### src/rtl/bus_uart_pkg.sv
// bus_uart shared definitions: register offsets,
// STATUS bit positions and serial FSM encodings.
package bus_uart_pkg;

    localparam logic [1:0] REG_DATA   = 2'd0;
    localparam logic [1:0] REG_STATUS = 2'd1;
    localparam logic [1:0] REG_DIV    = 2'd2;

    localparam int ST_RXNE   = 0;
    localparam int ST_TXFULL = 1;
    localparam int ST_TXIDLE = 2;
    localparam int ST_OVR    = 3;
    localparam int ST_FE     = 4;

    typedef enum logic [1:0] {
        TX_IDLE,
        TX_START,
        TX_DATA,
        TX_STOP
    } tx_state_t;

    typedef enum logic [1:0] {
        RX_IDLE,
        RX_START,
        RX_DATA,
        RX_STOP
    } rx_state_t;

endpackage

### src/rtl/uart_fifo.sv
// Byte-wide synchronous FIFO with show-ahead output.
// Extra pointer bit separates full from empty at wrap.
module uart_fifo #(
    parameter int DEPTHLOG = 4
) (
    input  logic       clk,
    input  logic       rst,
    input  logic       push,
    input  logic       pop,
    input  logic [7:0] din,
    output logic [7:0] dout,
    output logic       full,
    output logic       empty
);

    logic [7:0]        mem [2**DEPTHLOG];
    logic [DEPTHLOG:0] wptr;
    logic [DEPTHLOG:0] rptr;
    logic              do_push;
    logic              do_pop;

    assign empty   = (wptr == rptr);
    assign full    = (wptr[DEPTHLOG] != rptr[DEPTHLOG]) &&
                     (wptr[DEPTHLOG-1:0] == rptr[DEPTHLOG-1:0]);
    assign do_push = push && !full;
    assign do_pop  = pop && !empty;
    assign dout    = mem[rptr[DEPTHLOG-1:0]];

    // advance pointers on accepted push/pop
    always_ff @(posedge clk) begin
        if (rst) begin
            wptr <= '0;
            rptr <= '0;
        end else begin
            if (do_push) wptr <= wptr + (DEPTHLOG+1)'(1);
            if (do_pop)  rptr <= rptr + (DEPTHLOG+1)'(1);
        end
    end

    // storage array, contents need no reset
    always_ff @(posedge clk) begin
        if (do_push) mem[wptr[DEPTHLOG-1:0]] <= din;
    end

endmodule

### src/rtl/bus_uart.sv
// Memory-mapped 8N1 UART slave with 16-deep TX/RX FIFOs
// on the request/acknowledge bus; console path.
module bus_uart
    import bus_uart_pkg::*;
#(
    parameter logic [15:0] DIV      = 16'd868,
    parameter int          DEPTHLOG = 4
) (
    input  logic        clk,
    input  logic        rst,
    input  logic        busreq,
    input  logic [31:0] busaddr,
    input  logic        buswr,
    input  logic [31:0] buswdata,
    input  logic [3:0]  buswstrb,
    output logic [31:0] busrdata,
    output logic        busack,
    output logic        buserr,
    output logic        tx,
    input  logic        rx,
    output logic        irq
);

    logic [1:0]  rsel;
    logic        rd_req, wr_req;
    logic [15:0] divr;
    logic        ovr, fe;
    logic        set_ovr, set_fe, clr_ovr, clr_fe;
    logic [31:0] status;
    logic [31:0] rdata_d;
    logic        err_d;

    logic        tx_push, tx_pop, tx_full, tx_empty;
    logic [7:0]  tx_dout;
    logic        rx_push, rx_pop, rx_full, rx_empty;
    logic [7:0]  rx_dout;

    tx_state_t   tx_state, tx_next;
    logic [15:0] tx_cnt;
    logic [2:0]  tx_bit;
    logic [7:0]  tx_sh;
    logic        tx_tick, txidle;

    rx_state_t   rx_state, rx_next;
    logic [15:0] rx_cnt;
    logic [2:0]  rx_bit;
    logic [7:0]  rx_sh;
    logic        rx_wait;
    logic        rx_s1, rx_s2, rx_prev;
    logic        rx_tick, rx_fall, rx_stop_ok;

    logic        unused;
    assign unused = ^{busaddr[31:4], busaddr[1:0],
                      buswdata[31:16], buswstrb[3:2]};

    assign rsel    = busaddr[3:2];
    assign rd_req  = busreq && !buswr;
    assign wr_req  = busreq && buswr;
    assign tx_push = wr_req && rsel == REG_DATA && buswstrb[0];
    assign rx_pop  = rd_req && rsel == REG_DATA;
    assign clr_ovr = wr_req && rsel == REG_STATUS &&
                     buswstrb[0] && buswdata[ST_OVR];
    assign clr_fe  = wr_req && rsel == REG_STATUS &&
                     buswstrb[0] && buswdata[ST_FE];
    assign txidle  = tx_empty && tx_state == TX_IDLE;
    assign tx_tick = (tx_cnt == 16'd0);
    assign rx_tick = (rx_cnt == 16'd0);
    assign rx_fall = rx_prev && !rx_s2;

    uart_fifo #(.DEPTHLOG(DEPTHLOG)) u_txf (
        .clk(clk), .rst(rst),
        .push(tx_push), .pop(tx_pop),
        .din(buswdata[7:0]), .dout(tx_dout),
        .full(tx_full), .empty(tx_empty)
    );

    uart_fifo #(.DEPTHLOG(DEPTHLOG)) u_rxf (
        .clk(clk), .rst(rst),
        .push(rx_push), .pop(rx_pop),
        .din(rx_sh), .dout(rx_dout),
        .full(rx_full), .empty(rx_empty)
    );

    // assemble STATUS and decode the bus response
    always_comb begin
        status            = '0;
        status[ST_RXNE]   = !rx_empty;
        status[ST_TXFULL] = tx_full;
        status[ST_TXIDLE] = txidle;
        status[ST_OVR]    = ovr;
        status[ST_FE]     = fe;
        rdata_d           = '0;
        err_d             = 1'b0;
        if (busreq) begin
            case (rsel)
                REG_DATA: begin
                    if (!buswr)
                        rdata_d = rx_empty ? 32'h8000_0000
                                           : {24'd0, rx_dout};
                    else
                        err_d = buswstrb[0] && tx_full;
                end
                REG_STATUS: if (!buswr) rdata_d = status;
                REG_DIV:    if (!buswr) rdata_d = {16'd0, divr};
                default:    err_d = 1'b1;
            endcase
        end
    end

    // one-cycle acknowledge with registered response
    always_ff @(posedge clk) begin
        if (rst) begin
            busack   <= 1'b0;
            busrdata <= '0;
            buserr   <= 1'b0;
            irq      <= 1'b0;
        end else begin
            busack   <= busreq;
            busrdata <= rdata_d;
            buserr   <= err_d;
            irq      <= !rx_empty;
        end
    end

    // divisor register and sticky error flags, set beats clear
    always_ff @(posedge clk) begin
        if (rst) begin
            divr <= DIV;
            ovr  <= 1'b0;
            fe   <= 1'b0;
        end else begin
            if (wr_req && rsel == REG_DIV) begin
                if (buswstrb[0]) divr[7:0]  <= buswdata[7:0];
                if (buswstrb[1]) divr[15:8] <= buswdata[15:8];
            end
            ovr <= (ovr && !clr_ovr) || set_ovr;
            fe  <= (fe && !clr_fe) || set_fe;
        end
    end

    // TX state register
    always_ff @(posedge clk) begin
        if (rst) tx_state <= TX_IDLE;
        else     tx_state <= tx_next;
    end

    // TX bit timer and shifter, timer reloads at each boundary
    always_ff @(posedge clk) begin
        if (rst) begin
            tx_cnt <= '0;
            tx_bit <= '0;
            tx_sh  <= '0;
        end else if (tx_state == TX_IDLE) begin
            if (!tx_empty) begin
                tx_sh  <= tx_dout;
                tx_cnt <= divr;
                tx_bit <= '0;
            end
        end else if (tx_tick) begin
            tx_cnt <= divr;
            if (tx_state == TX_DATA) begin
                tx_sh  <= tx_sh >> 1;
                tx_bit <= tx_bit + 3'd1;
            end
        end else begin
            tx_cnt <= tx_cnt - 16'd1;
        end
    end

    // TX next state
    always_comb begin
        tx_next = tx_state;
        unique case (tx_state)
            TX_IDLE:  if (!tx_empty) tx_next = TX_START;
            TX_START: if (tx_tick) tx_next = TX_DATA;
            TX_DATA:  if (tx_tick && tx_bit == 3'd7) tx_next = TX_STOP;
            TX_STOP:  if (tx_tick) tx_next = TX_IDLE;
        endcase
    end

    // TX outputs: line level and FIFO pop
    always_comb begin
        tx_pop = (tx_state == TX_IDLE) && !tx_empty;
        unique case (tx_state)
            TX_START: tx = 1'b0;
            TX_DATA:  tx = tx_sh[0];
            default:  tx = 1'b1;
        endcase
    end

    // two-flop synchroniser plus edge history for rx
    always_ff @(posedge clk) begin
        if (rst) begin
            rx_s1   <= 1'b1;
            rx_s2   <= 1'b1;
            rx_prev <= 1'b1;
        end else begin
            rx_s1   <= rx;
            rx_s2   <= rx_s1;
            rx_prev <= rx_s2;
        end
    end

    // RX state register
    always_ff @(posedge clk) begin
        if (rst) rx_state <= RX_IDLE;
        else     rx_state <= rx_next;
    end

    // RX mid-bit timer, shifter and break-wait flag
    always_ff @(posedge clk) begin
        if (rst) begin
            rx_cnt  <= '0;
            rx_bit  <= '0;
            rx_sh   <= '0;
            rx_wait <= 1'b0;
        end else begin
            unique case (rx_state)
                RX_IDLE: begin
                    rx_wait <= 1'b0;
                    if (rx_fall) rx_cnt <= divr >> 1;
                end
                RX_START, RX_DATA: begin
                    if (rx_tick) begin
                        rx_cnt <= divr;
                        if (rx_state == RX_START) begin
                            rx_bit <= '0;
                        end else begin
                            rx_sh  <= {rx_s2, rx_sh[7:1]};
                            rx_bit <= rx_bit + 3'd1;
                        end
                    end else begin
                        rx_cnt <= rx_cnt - 16'd1;
                    end
                end
                RX_STOP: begin
                    if (rx_wait) begin
                        if (rx_s2) rx_wait <= 1'b0;
                    end else if (rx_tick) begin
                        if (!rx_s2) rx_wait <= 1'b1;
                    end else begin
                        rx_cnt <= rx_cnt - 16'd1;
                    end
                end
            endcase
        end
    end

    // RX next state
    always_comb begin
        rx_next = rx_state;
        unique case (rx_state)
            RX_IDLE:  if (rx_fall) rx_next = RX_START;
            RX_START: if (rx_tick) rx_next = rx_s2 ? RX_IDLE : RX_DATA;
            RX_DATA:  if (rx_tick && rx_bit == 3'd7) rx_next = RX_STOP;
            RX_STOP:  if ((rx_wait || rx_tick) && rx_s2) rx_next = RX_IDLE;
        endcase
    end

    // RX outputs: push good byte, flag overrun or framing
    always_comb begin
        rx_stop_ok = (rx_state == RX_STOP) && !rx_wait && rx_tick;
        rx_push    = rx_stop_ok && rx_s2 && !rx_full;
        set_ovr    = rx_stop_ok && rx_s2 && rx_full;
        set_fe     = rx_stop_ok && !rx_s2;
    end

endmodule

### config.mk
export PLATFORM = sky130hd
export DESIGN_NAME = bus_uart
export DESIGN_NICKNAME = d
export VERILOG_FILES = /design/src/rtl/bus_uart_pkg.sv /design/src/rtl/uart_fifo.sv /design/src/rtl/bus_uart.sv
export SDC_FILE = /design/constraint.sdc
export NUM_CORES = 1
export LEC_CHECK = 0
export ABC_AREA = 0
export BUFFER_PORTS_ARGS = -buffer_cell sky130_fd_sc_hd__buf_2
export CAP_MARGIN = 20
export CELL_PAD_IN_SITES_DETAIL_PLACEMENT = 2
export CELL_PAD_IN_SITES_GLOBAL_PLACEMENT = 2
export CORE_ASPECT_RATIO = 0.75
export CORE_MARGIN = 1
export CORE_UTILIZATION = 43
export CTS_CLUSTER_DIAMETER = 200
export DETAILED_ROUTE_END_ITERATION = 10
export PLACE_DENSITY_LB_ADDON = 0.1
export SYNTH_ARGS = -nofsm -noshare
export SYNTH_HDL_FRONTEND = slang
export SYNTH_SLANG_ARGS = --single-unit
### constraint.sdc
create_clock -name clk -period 3.5 [get_ports clk]
set_input_delay 0.7 -clock clk [delete_from_list [all_inputs] [get_ports clk]]
set_output_delay 0.7 -clock clk [all_outputs]
set_load 0.03 [all_outputs]
==> flow_results.xml <==
<?xml version="1.0" encoding="UTF-8"?>
<metrics>
  <group name="routing">
    <metric name="avgViaCountPerCell" unit="">5.94</metric>
    <metric name="antenna_violating_nets_post_route" unit="">0</metric>
    <metric name="detailroute.via_count" unit="">10900</metric>
    <metric name="remaining_drc_errors" unit="">0</metric>
    <metric name="drt_pass1_iterations" unit="">7</metric>
    <metric name="routed_wire_length_per_instance" unit="um">26.8</metric>
    <metric name="wl" unit="um">49400</metric>
    <metric name="drt-initial-drc-count" unit="">906</metric>
  </group>
  <group name="worst_setup_path">
    <metric name="timing.rr.end" unit="">u_rxf.mem[2][5]</metric>
    <metric name="critical_path.cell_chain" unit="">inv_1 &gt; ha_1 &gt; nor4b_1 &gt; nand4_2 &gt; a211oi_2 &gt; buf_4 &gt; and3_1</metric>
    <metric name="timing_worst_setup_path_type" unit="">reg2reg</metric>
    <metric name="timing.critical_path.fanout_max" unit="">16</metric>
    <metric name="timing.critical_path.from_type" unit="">flip-flop</metric>
    <metric name="timing.critical_path.max_delay_family" unit="">simple AND/OR/NAND/NOR gates</metric>
    <metric name="rr_worst_depth" unit="">7</metric>
    <metric name="worst_ep_arrival_time" unit="ps">3000</metric>
    <metric name="cp_data_required_time" unit="ps">3680</metric>
    <metric name="timing.critical_path.buf_inv" unit="">2</metric>
    <metric name="r2r_start" unit="">rx_cnt[0]</metric>
    <metric name="crit_path_max_incr_delay" unit="ps">520</metric>
    <metric name="critical_path.endpoint_type" unit="">flip-flop</metric>
    <metric name="reg2reg_setup_slack" unit="ps">680</metric>
    <metric name="crit_slowest_cell" unit="">sky130_fd_sc_hd__and3_1</metric>
  </group>
  <group name="grt">
    <metric name="track_usage" unit="%">25.3</metric>
    <metric name="grt_max_degree" unit="">49</metric>
    <metric name="grt_first_pass_wirelength" unit="um">75800</metric>
    <metric name="antenna_found_initial" unit="">0</metric>
    <metric name="first_global_vias" unit="">11800</metric>
    <metric name="gr-total-overflow" unit="">0</metric>
  </group>
  <group name="synth">
    <metric name="syn_inst" unit="">1241</metric>
    <metric name="synth.area.mux_share" unit="%">11.4</metric>
    <metric name="synth_adder_area_share" unit="%">2.25</metric>
    <metric name="postSynth.asyncResetShare" unit="%">0</metric>
    <metric name="synth_largest_area_cell" unit="">sky130_fd_sc_hd__edfxtp_1</metric>
    <metric name="sequential_element_share_of_the_synthesized_area" unit="%">61.4</metric>
    <metric name="yosysTopAreaCellShare" unit="%">46.0</metric>
    <metric name="yosys_warnings" unit="">0</metric>
    <metric name="synth_edf_count" unit="">256</metric>
    <metric name="syn-mean-instance-area" unit="um^2">13.5</metric>
    <metric name="synth_top_family_by_area" unit="">multiplexers</metric>
    <metric name="post_synth_instance_area" unit="mm^2">0.0167</metric>
    <metric name="post_synth_num_cell_types" unit="">80</metric>
    <metric name="post_synth_xor_area_fraction" unit="%">1.78</metric>
    <metric name="ys.flop_type" unit="">sky130_fd_sc_hd__edfxtp_1</metric>
    <metric name="synth.top_cells.by_area" unit="">sky130_fd_sc_hd__edfxtp_1 (46%), sky130_fd_sc_hd__dfxtp_1 (15%), sky130_fd_sc_hd__mux4_2 (8.6%)</metric>
    <metric name="post_synth_and_or_nand_nor_area_fraction" unit="%">10.8</metric>
    <metric name="synth-seq-cells" unit="">384</metric>
    <metric name="compound_cell_area_share_of_the_yosys_netlist" unit="%">8.95</metric>
  </group>
  <group name="finish">
    <metric name="synthToLayoutAreaGrowth" unit="%">13.4</metric>
    <metric name="layout-drive-gt1-share" unit="%">18.9</metric>
    <metric name="nFillCells" unit="">3629</metric>
    <metric name="finalInstanceArea" unit="mm^2">0.0189</metric>
    <metric name="nets" unit="">1402</metric>
    <metric name="antenna_diode_count" unit="">0</metric>
  </group>
  <group name="min_path">
    <metric name="holdPathEnd" unit="">rx_s1</metric>
    <metric name="hp-class" unit="">in2reg</metric>
    <metric name="hold-path-cell-count" unit="">2</metric>
    <metric name="min-delay-start" unit="">rx</metric>
  </group>
  <group name="sta">
    <metric name="fin_skew" unit="ps">15.6</metric>
    <metric name="min_period_over_period" unit="%">80.5</metric>
    <metric name="timing.fmax" unit="GHz">0.355</metric>
    <metric name="worstMarginPinSlew" unit="ps">1050</metric>
    <metric name="tns" unit="ps">0</metric>
    <metric name="report.final.setup_viol" unit="">0</metric>
    <metric name="number_of_pins_exceeding_their_max_slew_limit_in_the_final_report" unit="">0</metric>
    <metric name="rsz0062_at_grt" unit="">false</metric>
    <metric name="hold_ws" unit="ps">341</metric>
    <metric name="timing.final.crit_period" unit="ps">2820</metric>
    <metric name="hold_violations" unit="">0</metric>
    <metric name="maxSlewHeadroom" unit="%">29.9</metric>
  </group>
  <group name="placement">
    <metric name="detailed_place_hpwl" unit="um">33400</metric>
    <metric name="portBuffers" unit="">45</metric>
    <metric name="postPlaceCellArea" unit="mm^2">0.0175</metric>
    <metric name="finalWeightedCongestion" unit="">0.786</metric>
  </group>
  <group name="clock_network">
    <metric name="cts-resized-gates" unit="">0</metric>
    <metric name="htree_levels" unit="">2</metric>
    <metric name="cts_hold_buffers" unit="">0</metric>
    <metric name="ctsRootBufferMaster" unit="">sky130_fd_sc_hd__clkbuf_16</metric>
    <metric name="tritoncts" unit="">yes</metric>
    <metric name="post-cts-setup-buffers" unit="">0</metric>
    <metric name="cts.sinks" unit="">384</metric>
    <metric name="clkSlewWorstSetupHoldPaths" unit="ps">60</metric>
    <metric name="numCtsBuffers" unit="">41</metric>
    <metric name="worstSkewPairLatency" unit="ps">550</metric>
    <metric name="ctsLongestPathBuffers" unit="">3</metric>
  </group>
  <group name="pwr">
    <metric name="power_density" unit="mW/mm^2">693</metric>
    <metric name="comb_power_share" unit="%">24.4</metric>
    <metric name="swShare" unit="%">31.6</metric>
    <metric name="internal_pwr_total" unit="mW">8.97</metric>
    <metric name="power.sequential.fraction" unit="%">39.8</metric>
    <metric name="static-leakage-power" unit="nW">6.58</metric>
    <metric name="ir_worst_vdd" unit="V">0.000448</metric>
    <metric name="power.net_switching" unit="mW">4.15</metric>
    <metric name="clock_power_share" unit="%">35.8</metric>
  </group>
  <group name="floorplanning">
    <metric name="start_util" unit="%">43.7</metric>
    <metric name="die_h" unit="um">173</metric>
    <metric name="design.core.area" unit="mm^2">0.0382</metric>
    <metric name="fp.dieArea" unit="mm^2">0.0396</metric>
    <metric name="die_width" unit="um">230</metric>
    <metric name="number_of_primary_i_o_pins" unit="">109</metric>
    <metric name="rows" unit="">62</metric>
  </group>
  <group name="run">
    <metric name="cap_violations" unit="">0</metric>
  </group>
  <group name="run_status">
    <metric name="run_status" unit="">finished clean</metric>
  </group>
</metrics>
-- cell usage after synthesis, types with 30 or more instances --
cell                       count
sky130_fd_sc_hd__ha_1         30
sky130_fd_sc_hd__and3_1       32
sky130_fd_sc_hd__clkbuf_1     42
sky130_fd_sc_hd__o21ai_0      54
sky130_fd_sc_hd__mux4_2       64
sky130_fd_sc_hd__inv_1        37
sky130_fd_sc_hd__edfxtp_1    256
sky130_fd_sc_hd__dfxtp_1     128
sky130_fd_sc_hd__mux2i_1      33
sky130_fd_sc_hd__nand2_1      84
sky130_fd_sc_hd__nor2_1       73
sky130_fd_sc_hd__a21oi_1      61
-- power groups by stage --
stage                     Combinational (mW)  Sequential [mW]  Clock, mW
final                                   3.20             5.22       4.70
after global routing                    3.45             5.26       4.94
after CTS                               3.18             5.23       4.80
after detailed placement                3.13             5.32          0
after global placement                  3.00             5.30          0
after floorplan                         2.24             5.20          0
-- worst max path at each step --
stage	start	to	slack, ps	cells after the start
floorplan	rx_cnt[0]	u_rxf.mem[3][0]	700	7
global placement	rx_cnt[0]	rx_bit[0]	830	8
detailed placement	rx_cnt[0]	u_rxf.mem[0][1]	670	7
CTS	rx_cnt[0]	u_rxf.mem[1][5]	650	7
global route	rx_cnt[0]	rx_bit[0]	490	8
finish	rx_cnt[0]	u_rxf.mem[2][5]	680	7
-- area by class of cell --
type | instances | area (um^2) | share of cell area (%)
Clock buffer | 61 | 1210 | 6.41
Clock inverter | 13 | 238 | 1.26
Inverter | 37 | 139 | 0.733
Multi-Input combinational cell | 750 | 5930 | 31.3
Sequential cell | 384 | 10300 | 54.1
Tap cell | 512 | 641 | 3.38
Timing Repair Buffer | 85 | 528 | 2.79
-- registers in the layout, indices dropped and copies added, names as in the netlist, 2 cells and up, named ones only --
signal	count
u_rxf.mem	128
u_txf.mem	128
busrdata	17
divr	16
rx_cnt	16
tx_cnt	16
rx_sh	8
tx_sh	8
u_rxf.rptr	5
u_rxf.wptr	5
u_txf.rptr	5
u_txf.wptr	5
rx_bit	3
tx_bit	3
tx_state	2
-- worst reg2reg max path, cell delays in order (launching register included) --
cell and delay (ps):
sky130_fd_sc_hd__dfxtp_1 370, sky130_fd_sc_hd__inv_1 110, sky130_fd_sc_hd__ha_1 180, sky130_fd_sc_hd__nor4b_1 420, sky130_fd_sc_hd__nand4_2 300, sky130_fd_sc_hd__a211oi_2 290
sky130_fd_sc_hd__buf_4 260, sky130_fd_sc_hd__and3_1 530
-- kinds of logic after synthesis --
family          Yosys count
other cells               1
flops                   384
fa+ha+maj                30
simple gates            341
xor+xnor                 34
compound gates          221
buf+inv                 121
mux                     109
-- routing by layer --
| metal | share of wire (%) | track usage, % | up-vias |
|---|---|---|---|
| met5 | 0 | 0 | - |
| li1 | - | - | 4846 |
| met1 | 47 | 37.1 | 5805 |
| met2 | 47 | 40.5 | 225 |
| met3 | 3.9 | 3.13 | 65 |
| met4 | 1.8 | 5.11 | 0 |
-- layout by cell type, fill, tap and decap left out, types with 11 or more instances in the layout --
cell                        netlist  final
sky130_fd_sc_hd__xor2_1          14     14
sky130_fd_sc_hd__nand2_1         84     84
sky130_fd_sc_hd__inv_1           37     37
sky130_fd_sc_hd__nand4_1         11     11
sky130_fd_sc_hd__clkbuf_16        0     43
sky130_fd_sc_hd__conb_1           1     15
sky130_fd_sc_hd__mux2i_1         33     33
sky130_fd_sc_hd__nor2_1          73     73
sky130_fd_sc_hd__nand3_1         29     29
sky130_fd_sc_hd__edfxtp_1       256    256
sky130_fd_sc_hd__clkbuf_1        42     11
sky130_fd_sc_hd__a221oi_1        15     15
sky130_fd_sc_hd__buf_2           16     44
sky130_fd_sc_hd__mux4_2          64     64
sky130_fd_sc_hd__nor3_1          27     27
sky130_fd_sc_hd__dfxtp_1        128    126
sky130_fd_sc_hd__ha_1            30     30
sky130_fd_sc_hd__a21oi_1         61     61
sky130_fd_sc_hd__o21ai_0         54     54
sky130_fd_sc_hd__mux2_2          12     12
sky130_fd_sc_hd__xnor2_1         20     20
sky130_fd_sc_hd__and2_1          11     11
sky130_fd_sc_hd__buf_4           17     41
sky130_fd_sc_hd__nand2b_1        11     11
sky130_fd_sc_hd__and3_1          32     32
sky130_fd_sc_hd__nor2b_1         13     13
-- per-stage QoR --
| step | power (mW) | worst slack [ps] | cells | util, % |
|---|---|---|---|---|
| floorplan | 7.44 | 695 | 1255 | - |
| global placement | 8.30 | 835 | 1768 | 45.7 |
| detailed placement | 8.45 | 667 | 1768 | 45.7 |
| CTS | 13.2 | 652 | 1842 | 49.5 |
| global route | 13.6 | 490 | 1842 | 49.5 |
| finish | 13.1 | 681 | 1842 | 49.5 |
Power figures use the tool's default switching activity.
